--- src/rtl/mult_seq_controller_taint_if.sv ---
// Control/status bundle between the taint-tracked multiplier controller and its
// requester/datapath. The optional abort pair exists only with MULT_CTRL_ABORT_EN.
`timescale 1ns/1ps
interface mult_seq_controller_taint_if #(
    parameter int unsigned WIDTH = 4
);
    logic             start;
    logic             start_t;
    logic [WIDTH-1:0] multiplierReg;
    logic [WIDTH-1:0] multiplierReg_t;
`ifdef MULT_CTRL_ABORT_EN
    logic             abort;
    logic             abort_t;
`endif
    logic mrld,    mdld,    rsclear,    rsload,    rsshr;
    logic mrld_t,  mdld_t,  rsclear_t,  rsload_t,  rsshr_t;
    logic busy,    busy_t,  done,       done_t;

    // Requester/datapath side
    modport master (
        output start, start_t, multiplierReg, multiplierReg_t,
`ifdef MULT_CTRL_ABORT_EN
        output abort, abort_t,
`endif
        input  mrld, mdld, rsclear, rsload, rsshr,
        input  mrld_t, mdld_t, rsclear_t, rsload_t, rsshr_t,
        input  busy, busy_t, done, done_t
    );

    // Controller side
    modport slave (
        input  start, start_t, multiplierReg, multiplierReg_t,
`ifdef MULT_CTRL_ABORT_EN
        input  abort, abort_t,
`endif
        output mrld, mdld, rsclear, rsload, rsshr,
        output mrld_t, mdld_t, rsclear_t, rsload_t, rsshr_t,
        output busy, busy_t, done, done_t
    );
endinterface

--- src/rtl/mult_seq_controller_taint.sv ---
// Shift-add multiplier control FSM with control-flow taint on every strobe.
// Optional abort input enabled by defining MULT_CTRL_ABORT_EN.
`timescale 1ns/1ps
module mult_seq_controller_taint #(
    parameter int unsigned WIDTH = 4
) (
    input logic                         clk,
    input logic                         rst_n,
    mult_seq_controller_taint_if.slave  bus
);
    localparam int unsigned CW = (WIDTH > 1) ? $clog2(WIDTH) : 1;
    localparam logic [CW-1:0] CNT_LAST = CW'(WIDTH - 1);

    typedef enum logic [2:0] {
        S_IDLE  = 3'd0,
        S_LOAD  = 3'd1,
        S_ADD   = 3'd2,
        S_SHIFT = 3'd3,
        S_DONE  = 3'd4
    } state_t;

    state_t          r_state, w_state_nxt;
    logic [CW-1:0]   r_cnt,   w_cnt_nxt;
    logic            r_st_t,  w_st_t_nxt;

    // State, iteration counter and sticky control taint
    always_ff @(posedge clk or negedge rst_n) begin
        if (!rst_n) begin
            r_state <= S_IDLE;
            r_cnt   <= '0;
            r_st_t  <= 1'b0;
        end else begin
            r_state <= w_state_nxt;
            r_cnt   <= w_cnt_nxt;
            r_st_t  <= w_st_t_nxt;
        end
    end

    // Next-state logic; abort overrides the normal sequence while operating
    always_comb begin
        w_state_nxt = r_state;
        w_cnt_nxt   = r_cnt;
        w_st_t_nxt  = r_st_t;
        case (r_state)
            S_IDLE: begin
                if (bus.start) begin
                    w_state_nxt = S_LOAD;
                    w_cnt_nxt   = '0;
                    w_st_t_nxt  = bus.start_t;
                end
            end
            S_LOAD:  w_state_nxt = S_ADD;
            S_ADD:   w_state_nxt = S_SHIFT;
            S_SHIFT: begin
                if (r_cnt == CNT_LAST) begin
                    w_state_nxt = S_DONE;
                end else begin
                    w_cnt_nxt   = r_cnt + CW'(1);
                    w_state_nxt = S_ADD;
                end
            end
            S_DONE: begin
                w_state_nxt = S_IDLE;
                w_cnt_nxt   = '0;
            end
            default: begin
                w_state_nxt = S_IDLE;
                w_cnt_nxt   = '0;
            end
        endcase
`ifdef MULT_CTRL_ABORT_EN
        if (bus.abort && (r_state == S_LOAD || r_state == S_ADD || r_state == S_SHIFT)) begin
            w_state_nxt = S_IDLE;
            w_cnt_nxt   = '0;
            w_st_t_nxt  = r_st_t | bus.abort_t;
        end
`endif
    end

    // Strobe decode; rsload_t carries st_t even when the add is skipped
    always_comb begin
        bus.mrld      = 1'b0;
        bus.mdld      = 1'b0;
        bus.rsclear   = 1'b0;
        bus.rsload    = 1'b0;
        bus.rsshr     = 1'b0;
        bus.mrld_t    = 1'b0;
        bus.mdld_t    = 1'b0;
        bus.rsclear_t = 1'b0;
        bus.rsload_t  = 1'b0;
        bus.rsshr_t   = 1'b0;
        bus.done      = 1'b0;
        bus.done_t    = 1'b0;
        bus.busy      = (r_state != S_IDLE);
        bus.busy_t    = (r_state != S_IDLE) & r_st_t;
        case (r_state)
            S_LOAD: begin
                bus.mrld      = 1'b1;
                bus.mdld      = 1'b1;
                bus.rsclear   = 1'b1;
                bus.mrld_t    = r_st_t;
                bus.mdld_t    = r_st_t;
                bus.rsclear_t = r_st_t;
            end
            S_ADD: begin
                bus.rsload    = bus.multiplierReg[r_cnt];
                bus.rsload_t  = r_st_t | bus.multiplierReg_t[r_cnt];
            end
            S_SHIFT: begin
                bus.rsshr     = 1'b1;
                bus.rsshr_t   = r_st_t;
            end
            S_DONE: begin
                bus.done      = 1'b1;
                bus.done_t    = r_st_t;
            end
            default: ;
        endcase
    end
endmodule

--- src/flat_wrapper.sv ---
// flat-port wrapper written by rule: the top's interface ports become plain ports
module mult_seq_controller_taint_flat 
#(
    parameter int unsigned WIDTH = 4
)
  (clk, rst_n, bus_start, bus_start_t, bus_multiplierReg, bus_multiplierReg_t, bus_mrld, bus_mdld, bus_rsclear, bus_rsload, bus_rsshr, bus_mrld_t, bus_mdld_t, bus_rsclear_t, bus_rsload_t, bus_rsshr_t, bus_busy, bus_busy_t, bus_done, bus_done_t);
  mult_seq_controller_taint_if #(.WIDTH(WIDTH)) bus_i ();
  input logic clk;
  input logic rst_n;
  input wire logic [$bits(bus_i.start)-1:0] bus_start;
  input wire logic [$bits(bus_i.start_t)-1:0] bus_start_t;
  input wire logic [$bits(bus_i.multiplierReg)-1:0] bus_multiplierReg;
  input wire logic [$bits(bus_i.multiplierReg_t)-1:0] bus_multiplierReg_t;
  output wire logic [$bits(bus_i.mrld)-1:0] bus_mrld;
  output wire logic [$bits(bus_i.mdld)-1:0] bus_mdld;
  output wire logic [$bits(bus_i.rsclear)-1:0] bus_rsclear;
  output wire logic [$bits(bus_i.rsload)-1:0] bus_rsload;
  output wire logic [$bits(bus_i.rsshr)-1:0] bus_rsshr;
  output wire logic [$bits(bus_i.mrld_t)-1:0] bus_mrld_t;
  output wire logic [$bits(bus_i.mdld_t)-1:0] bus_mdld_t;
  output wire logic [$bits(bus_i.rsclear_t)-1:0] bus_rsclear_t;
  output wire logic [$bits(bus_i.rsload_t)-1:0] bus_rsload_t;
  output wire logic [$bits(bus_i.rsshr_t)-1:0] bus_rsshr_t;
  output wire logic [$bits(bus_i.busy)-1:0] bus_busy;
  output wire logic [$bits(bus_i.busy_t)-1:0] bus_busy_t;
  output wire logic [$bits(bus_i.done)-1:0] bus_done;
  output wire logic [$bits(bus_i.done_t)-1:0] bus_done_t;
  assign bus_i.start = bus_start;
  assign bus_i.start_t = bus_start_t;
  assign bus_i.multiplierReg = bus_multiplierReg;
  assign bus_i.multiplierReg_t = bus_multiplierReg_t;
  assign bus_mrld = bus_i.mrld;
  assign bus_mdld = bus_i.mdld;
  assign bus_rsclear = bus_i.rsclear;
  assign bus_rsload = bus_i.rsload;
  assign bus_rsshr = bus_i.rsshr;
  assign bus_mrld_t = bus_i.mrld_t;
  assign bus_mdld_t = bus_i.mdld_t;
  assign bus_rsclear_t = bus_i.rsclear_t;
  assign bus_rsload_t = bus_i.rsload_t;
  assign bus_rsshr_t = bus_i.rsshr_t;
  assign bus_busy = bus_i.busy;
  assign bus_busy_t = bus_i.busy_t;
  assign bus_done = bus_i.done;
  assign bus_done_t = bus_i.done_t;
  mult_seq_controller_taint #(.WIDTH(WIDTH)) u_core (.clk(clk), .rst_n(rst_n), .bus(bus_i));
endmodule
--- config.mk ---
export PLATFORM = sky130hd
export DESIGN_NAME = mult_seq_controller_taint_flat
export DESIGN_NICKNAME = d
export VERILOG_FILES = /design/src/rtl/mult_seq_controller_taint_if.sv /design/src/rtl/mult_seq_controller_taint.sv /design/src/flat_wrapper.sv
export SDC_FILE = /design/constraint.sdc
export NUM_CORES = 1
export LEC_CHECK = 0
export CAP_MARGIN = 0
export CORE_UTILIZATION = 30
export DETAILED_ROUTE_END_ITERATION = 10
export MAX_ROUTING_LAYER = met4
export PLACE_DENSITY = 0.68
export SYNTH_ARGS = -nofsm -noshare
export SYNTH_HDL_FRONTEND = slang
export SYNTH_SLANG_ARGS = --single-unit
export TNS_END_PERCENT = 1
--- constraint.sdc ---
create_clock -name clk -period 3.2 [get_ports clk]
set_input_delay 0.8 -clock clk [delete_from_list [all_inputs] [get_ports clk]]
set_output_delay 0.8 -clock clk [all_outputs]
set_load 0.03 [all_outputs]
### Word-level counts from Yosys, hierarchy flattened

Index checks and enable logic that the tools add are counted.

* register bits after elaboration: 6
* input port bits: 12
* output and inout port bits: 14

* add/subtract/negate cells: 1
* order comparisons: 1
* equality and inequality tests: 7
* mux-type cells: 18
* bitwise gates (word level): 3
* reductions and logical operators: 5

Operators by type and width (number)
* case mux 3 bit (4 select lines): 1
* 2-to-1 mux 1 bit: 10
* == test 3 x 2 -> 1 bit (second input constant): 2
* 2-to-1 mux 3 bit: 2
* case mux 2 bit (3 select lines): 1
* binary-select mux 1 bit (select 2 bit): 2
* 2-to-1 mux 2 bit: 2
* inequality test 2 bit (second input constant): 2
* == test 3 x 1 -> 1 bit (second input constant): 1
* == test 3 bit (second input constant): 1
* logical NOT 3 bit: 1
* < comparator 2 x 3 -> 1 bit (second input constant): 1
* AND reduction 3 bit: 1
* nonzero test 3 bit: 1
* adder 2 x 1 -> 2 bit (second input constant): 1
* == test 2 bit (second input constant): 1
* AND reduction 2 bit: 1
* OR reduction 2 bit: 1
* bitwise AND 1 bit: 1
* inverter 1 bit: 1
* bitwise OR 1 bit: 1

### Longest topological paths before layout

Gate-level depths: netlist (run 1).

* word-level depth: 4
* gate-level depth with buffers: 4

### Worst setup path before layout (run 1)

OpenSTA, ideal clock, no wires.

* path kind: register -> output
* start: register u_core.r_state[2]
* end: output port bus_mrld_t
* data arrival time: 2.061 ns
* required time: 2.400 ns
* setup slack: 0.339 ns
* cell stages (with the launch flop): 5
* path through: dfrtp_1 buf_6 nor3b_1 and2_1 buf_4

* cells in the longest elaborated chain, start to end: 2

RTL lines
* from (decl): line mult_seq_controller_taint.sv:22 `state_t r_state, w_state_nxt;`
* from (signal assigned): line mult_seq_controller_taint.sv:33 `r_state <= w_state_nxt;`
* == test 3 x 1 -> 1 bit
* 2-to-1 mux 1 bit
* to (decl): line flat_wrapper.sv:19 `output wire logic [$bits(bus_i.mrld_t)-1:0] bus_mrld_t;`

Every way passes these cells.

### Worst setup path in the final report (run 1)

* start: input port bus_multiplierReg[3]
* end: output port bus_rsload

* cells in the longest elaborated chain, start to end: 3

RTL lines
* from (decl): line flat_wrapper.sv:12 `input wire logic [$bits(bus_i.multiplierReg)-1:0] bus_multiplierReg;`
* binary-select mux 1 bit (select 2 bit): line mult_seq_controller_taint.sv:106 `bus.rsload = bus.multiplierReg[r_cnt];`
* 2-to-1 mux 1 bit (implied by the code): line mult_seq_controller_taint.sv:106
* 2-to-1 mux 1 bit: line mult_seq_controller_taint.sv:96 `case (r_state)`
* to (decl): line flat_wrapper.sv:17 `output wire logic [$bits(bus_i.rsload)-1:0] bus_rsload;`

Every way passes these cells. The select of a mux whose other input is x is not followed.

==> impl_metrics.ini, run 1 <==
[global_routing]
globalRouteTotalUtil_pct = 15.0
grt_max_degree = 11
grt_pass1_wl_mm = 1.55
gr-total-overflow = 0
grt_pass1_vias = 404
antenna_found_initial = 0

[worst_setup_path]
critPathMaxFanout = 1
cp.required_ns = 2.40
crit_type = in2out
cp-start-kind = input port
arrival_ns = 2.17
cp-end-kind = primary output

[synthesis]
synth_area_per_cell_um2 = 9.36
synthArstFlopShare_pct = 100
synth_top_area_share_pct = 33.4
yosys_warnings = 0
netlist_instances = 48
synth_largest_area_cell = dfrtp_1
synth.distinct_cells = 23
synth_area_leaders = dfrtp_1, buf_4, mux4_2
yosys_most_used_dff = dfrtp_1
yosys-top-cells-count = dfrtp_1, nor2_1, buf_4
synth-edff-count = 0
syn_area_um2 = 449
yosysSeqAreaShare_pct = 33.4
synth-seq-cells = 6
syn_nets = 61

[cells_and_area]
fill_cells = 134
layout-drive-gt1-share_pct = 10.0
nets = 85
utilization_pct = 51.3
diodes = 0
fin_area_um2 = 693
area_growth_pct = 54.3

[sta]
fin_skew_ns = 0.000948
setup_viol = 0
final-max-slew-violation-count = 0
max_freq_ghz = 0.337
worst_slack_ns = 0.232
setup-tns-final_ns = 0
slew_headroom_pct = 74.6
worst_slew_pin_slew_ns = 0.381
period_share_pct = 92.7
min_period_ns = 2.97
hold_violations = 0
rsz0062_at_grt = no

[clocking]
cts-resized-gates = 1
clockRootBuffer = clkbuf_4
clock_sinks = 6
clk_path_buf_depth = 2
clkTransAtPathRegs_ns = 0.04
postCtsSetupBuffers = 0
worstSkewPairLatency_ns = 0.24
numCtsBuffers = 3
cts_max_level = 1
ctsHoldBuffers = 0
cts_tree = done

[placement]
portBuffers = 25
hpwl_um = 782
pre_cts_ws_ns = -0.0184
gp_congestion = 0.733
placed_cell_area_um2 = 669

[die]
num_io_pins = 26
dieArea_um2 = 1660
die_w_um = 40.7
start_util_pct = 33.3
fp.dieH_um = 40.7
num_rows = 13
core_um2 = 1350

[drt]
via_per_inst = 4.93
vias = 419
drcViolationCount = 0
drt-pass1-iter-count = 2
post_drt_wl_per_cell_um = 11.4
ant_nets = 0
wirelength_um = 970
drtIter0Drc = 2

[job]
cap_violations = 0

[pwr]
totalPowerFinal_uw = 683
leakage_uw = 0.000301
cellPowerDensity_nw_per_um2 = 986
ir_drop_v = 0.000444

[worst_hold_path]
min_path_type = reg2reg

[status]
status = finished, final reports clean
-- flip-flops by register name (all words and copies together), names as in the netlist --
name	flops
u_core.r_cnt	2
u_core.r_state	3
u_core.r_st_t	1
-- cell usage in the layout (no fill, tap or decap), drive strengths merged --
master	netlist	routed
a21oi	2	2
a31oi	1	1
and2	3	3
and3	3	3
clkbuf	0	3
clkdlybuf4s50	0	23
dfrtp	6	6
dlygate4sd2	0	1
dlymetal6s2s	0	1
ha	1	1
inv	2	2
mux2	2	2
mux2i	1	1
mux4	1	1
nand2	2	2
nand2b	1	1
nor2	6	6
nor2b	1	1
nor3	4	4
nor3b	2	2
nor4	2	2
o21a	1	1
o311ai	1	1
-- kinds of logic (layout without fill, tap and decap cells) --
kind of cell | after synthesis | in the layout | synth area share, %
AND/OR/NAND/NOR | 24 | 24 | 30.9
buffers and inverters | 8 | 30 | 12.5
flip-flops | 6 | 6 | 33.4
AO/OA/AOI/OAI | 5 | 5 | 7.24
multiplexers | 4 | 4 | 13.1
adder cells (fa/ha/maj) | 1 | 1 | 2.79
-- power by group --
group	total [µW]	switching, µW	internal [µW]
logic	429	227	202
clock network	67.7	25.4	42.3
registers	186	74.8	111
-- final timing paths --
kind | startpoint | endpoint | slack (ns) | cells after the start
max | bus_multiplierReg[3] | bus_rsload | 0.23 | 4
min | u_core.r_st_t$_DFFE_PN0P_ | u_core.r_st_t$_DFFE_PN0P_ | 0.61 | 1
max reg2reg | u_core.r_state[2]$_DFFE_PN0P_ | u_core.r_st_t$_DFFE_PN0P_ | 1.91 | 3
min reg2reg | u_core.r_st_t$_DFFE_PN0P_ | u_core.r_st_t$_DFFE_PN0P_ | 0.61 | 1
max in group asynchronous | rst_n | u_core.r_cnt[0]$_DFFE_PN0P_ | 2.20 | 1
min in group asynchronous | rst_n | u_core.r_cnt[1]$_DFFE_PN0P_ | 0.80 | 1
-- metal layers --
| layer | global-route usage (%) | vias to the layer above | part of all wire (%) |
|---|---|---|---|
| li1 | - | 211 | - |
| met1 | 17.0 | 190 | 48 |
| met2 | 24.6 | 18 | 47 |
| met3 | 1.63 | 0 | 4.8 |
| met4 | 10.0 | 0 | 0 |
| met5 | - | - | 0 |
-- area by class of cell --
type / count / area [µm²] / area share (%)
Multi-Input combinational cell: 34 / 243 / 35.0
Sequential cell: 6 / 150 / 21.7
Timing Repair Buffer: 25 / 251 / 36.3
Tap cell: 15 / 18.8 / 2.71
Inverter: 2 / 7.51 / 1.08
Clock buffer: 3 / 22.5 / 3.25
-- metrics by stage --
| step | hold WS, ns | std cells |
|---|---|---|
| 2_1_floorplan | 0.504 | 48 |
| 3_3_place_gp | 0.590 | 82 |
| 3_5_place_dp | 0.590 | 82 |
| 4_1_cts | 0.600 | 85 |
| 5_1_grt | 0.641 | 85 |
| 6_report | 0.609 | 85 |
-- critical path, cell delays in order --
cell	delay [ns]
clkdlybuf4s50_1	0.39
mux4_2	0.45
and3_1	0.18
dlygate4sd2_1	0.35
Note: power is estimated with default switching activity, not from simulation.
==> inputs of run 2 (changes only) <==
--- a/config.mk
+++ b/config.mk
@@ -5,11 +5,12 @@
 export SDC_FILE = /design/constraint.sdc
 export NUM_CORES = 1
 export LEC_CHECK = 0
-export CAP_MARGIN = 0
-export CORE_UTILIZATION = 30
+export CAP_MARGIN = 15
+export CORE_AREA = 2 2 39 41
 export DETAILED_ROUTE_END_ITERATION = 10
+export DIE_AREA = 0 0 41 43
 export MAX_ROUTING_LAYER = met4
-export PLACE_DENSITY = 0.68
+export PLACE_DENSITY = 0.75
 export SYNTH_ARGS = -nofsm -noshare
 export SYNTH_HDL_FRONTEND = slang
 export SYNTH_SLANG_ARGS = --single-unit
==> run 2 against run 1 <==
Net effect: sequential share of layout area barely moved; largest power group unchanged; sequential power barely moved; count of clock-buffer cells in the layout did not move; highest routed layer is now met4; register-to-register slack improved by 0.03 ns; via count rose by 5.3%; critical path type unchanged; first-iteration DRC count rose to 4.5 times the previous value; flip-flop and latch count did not move; die area rose by 6.5%; non-clock buffer count did not move.
==> impl_metrics.ini, run 2 (synthesis gave the netlist of run 1 again) <==
[placement]
portBuffers = 25
placed_cell_area_um2 = 671
gp_congestion = 0.765
dp.cells = 83
hpwl_um = 756

[worst_setup_path]
arrival_ns = 2.18
critPathMaxFanout = 1
cp-end-kind = primary output
crit_type = in2out
reg2regPathDepth = 4
cp.required_ns = 2.40
cp-start-kind = input port

[clocking]
clkTransAtPathRegs_ns = 0.04
numCtsBuffers = 3
cts_tree = done
clockRootBuffer = clkbuf_4
cts-resized-gates = 1
clock_sinks = 6
postCtsSetupBuffers = 0
clk_path_buf_depth = 2
cts_max_level = 1
worstSkewPairLatency_ns = 0.25
ctsHoldBuffers = 0

[sta]
min_period_ns = 2.98
rsz0062_at_grt = no
slew_headroom_pct = 75.3
setup_viol = 0
period_share_pct = 93.0
worst_slew_pin_slew_ns = 0.370
final-max-slew-violation-count = 0
hold_violations = 0
max_freq_ghz = 0.336
fin_skew_ns = 0.000833

[pwr]
cellPowerDensity_nw_per_um2 = 987
ir_drop_v = 0.000380
leakage_uw = 0.000301

[status]
status = finished, final reports clean

[global_routing]
grt_pass1_wl_mm = 1.62
gr-total-overflow = 0
antenna_found_initial = 0
grt_max_degree = 11
grt_pass1_vias = 399
globalRouteTotalUtil_pct = 13.8

[die]
core_um2 = 1380
dieArea_um2 = 1760
fp.dieH_um = 43
die_w_um = 41
num_rows = 14
start_util_pct = 32.5
num_io_pins = 26

[cells_and_area]
area_growth_pct = 54.6
final_cell_mix = clkdlybuf4s50_1, nor2_1, dfrtp_1
reg_top3 = u_core.r_state (3), u_core.r_cnt (2), u_core.r_st_t (1)
final_common_cell = clkdlybuf4s50_1
layout-drive-gt1-share_pct = 10.0
diodes = 0
regMostFlops = u_core.r_state
final_cells = 86
nets = 85
largest_reg_flops = 3
fin_area_um2 = 694

[drt]
via_per_inst = 5.13
drcViolationCount = 0
post_drt_wl_per_cell_um = 11.3
ant_nets = 0
wirelength_um = 970
drt-pass1-iter-count = 4
drtIter0Drc = 9
vias = 441

[worst_hold_path]
hold-path-cell-count = 1
min_path_type = reg2reg

[job]
cap_violations = 0
[run 2: cell counts in the layout (fill, tap and decap cells not counted)]
No cell type changed its count.
[run 2: power by group]
part / internal, µW / switching [µW]
Sequential: 111 / 73.5
Clock: 42.4 / 27.3
Combinational: 202 / 229
Total: 356 / 330
[run 2: worst paths after layout]
path | from | to | slack, ns
hold reg to reg | u_core.r_st_t$_DFFE_PN0P_ | u_core.r_st_t$_DFFE_PN0P_ | 0.59
hold / removal | u_core.r_st_t$_DFFE_PN0P_ | u_core.r_st_t$_DFFE_PN0P_ | 0.59
min in group asynchronous | rst_n | u_core.r_cnt[1]$_DFFE_PN0P_ | 0.79
setup / recovery | bus_multiplierReg[3] | bus_rsload | 0.22
max in group asynchronous | rst_n | u_core.r_st_t$_DFFE_PN0P_ | 2.20
setup reg to reg | u_core.r_cnt[0]$_DFFE_PN0P_ | u_core.r_cnt[1]$_DFFE_PN0P_ | 1.94
[run 2: through the flow]
step	total power (µW)	util [%]	worst slack [ns]	hold slack (ns)	TNS, ns
3_5_place_dp	625	48.5	-0.0107	0.580	-0.0107
5_1_grt	745	50.2	0.168	0.617	0
3_3_place_gp	620	48.5	-0.0108	0.584	-0.0108
6_report	685	50.2	0.225	0.586	0
4_1_cts	695	50.0	0.0353	0.591	0
2_1_floorplan	488	-	0.339	0.504	0
[run 2: critical path, stage by stage]
cell and delay [ns]:
clkdlybuf4s50_1 0.39, mux4_2 0.45, and3_1 0.19, dlygate4sd2_1 0.35
[run 2: final cells by class]
class	instances	area [µm²]
fillers	150	689
repair buffers	25	251
multi-input cells	34	243
flip-flops and latches	6	150
clock buffers	3	22.5
well taps	16	20.0
inverters	2	7.51
[run 2: metal layers]
metal  up-vias  GRT usage [%]  wire (µm)
met3         3           3.14         84
met5         -              -          0
met1       200           17.9        406
met4         0           8.00         24
met2        25           19.1        454
li1        213              -          -
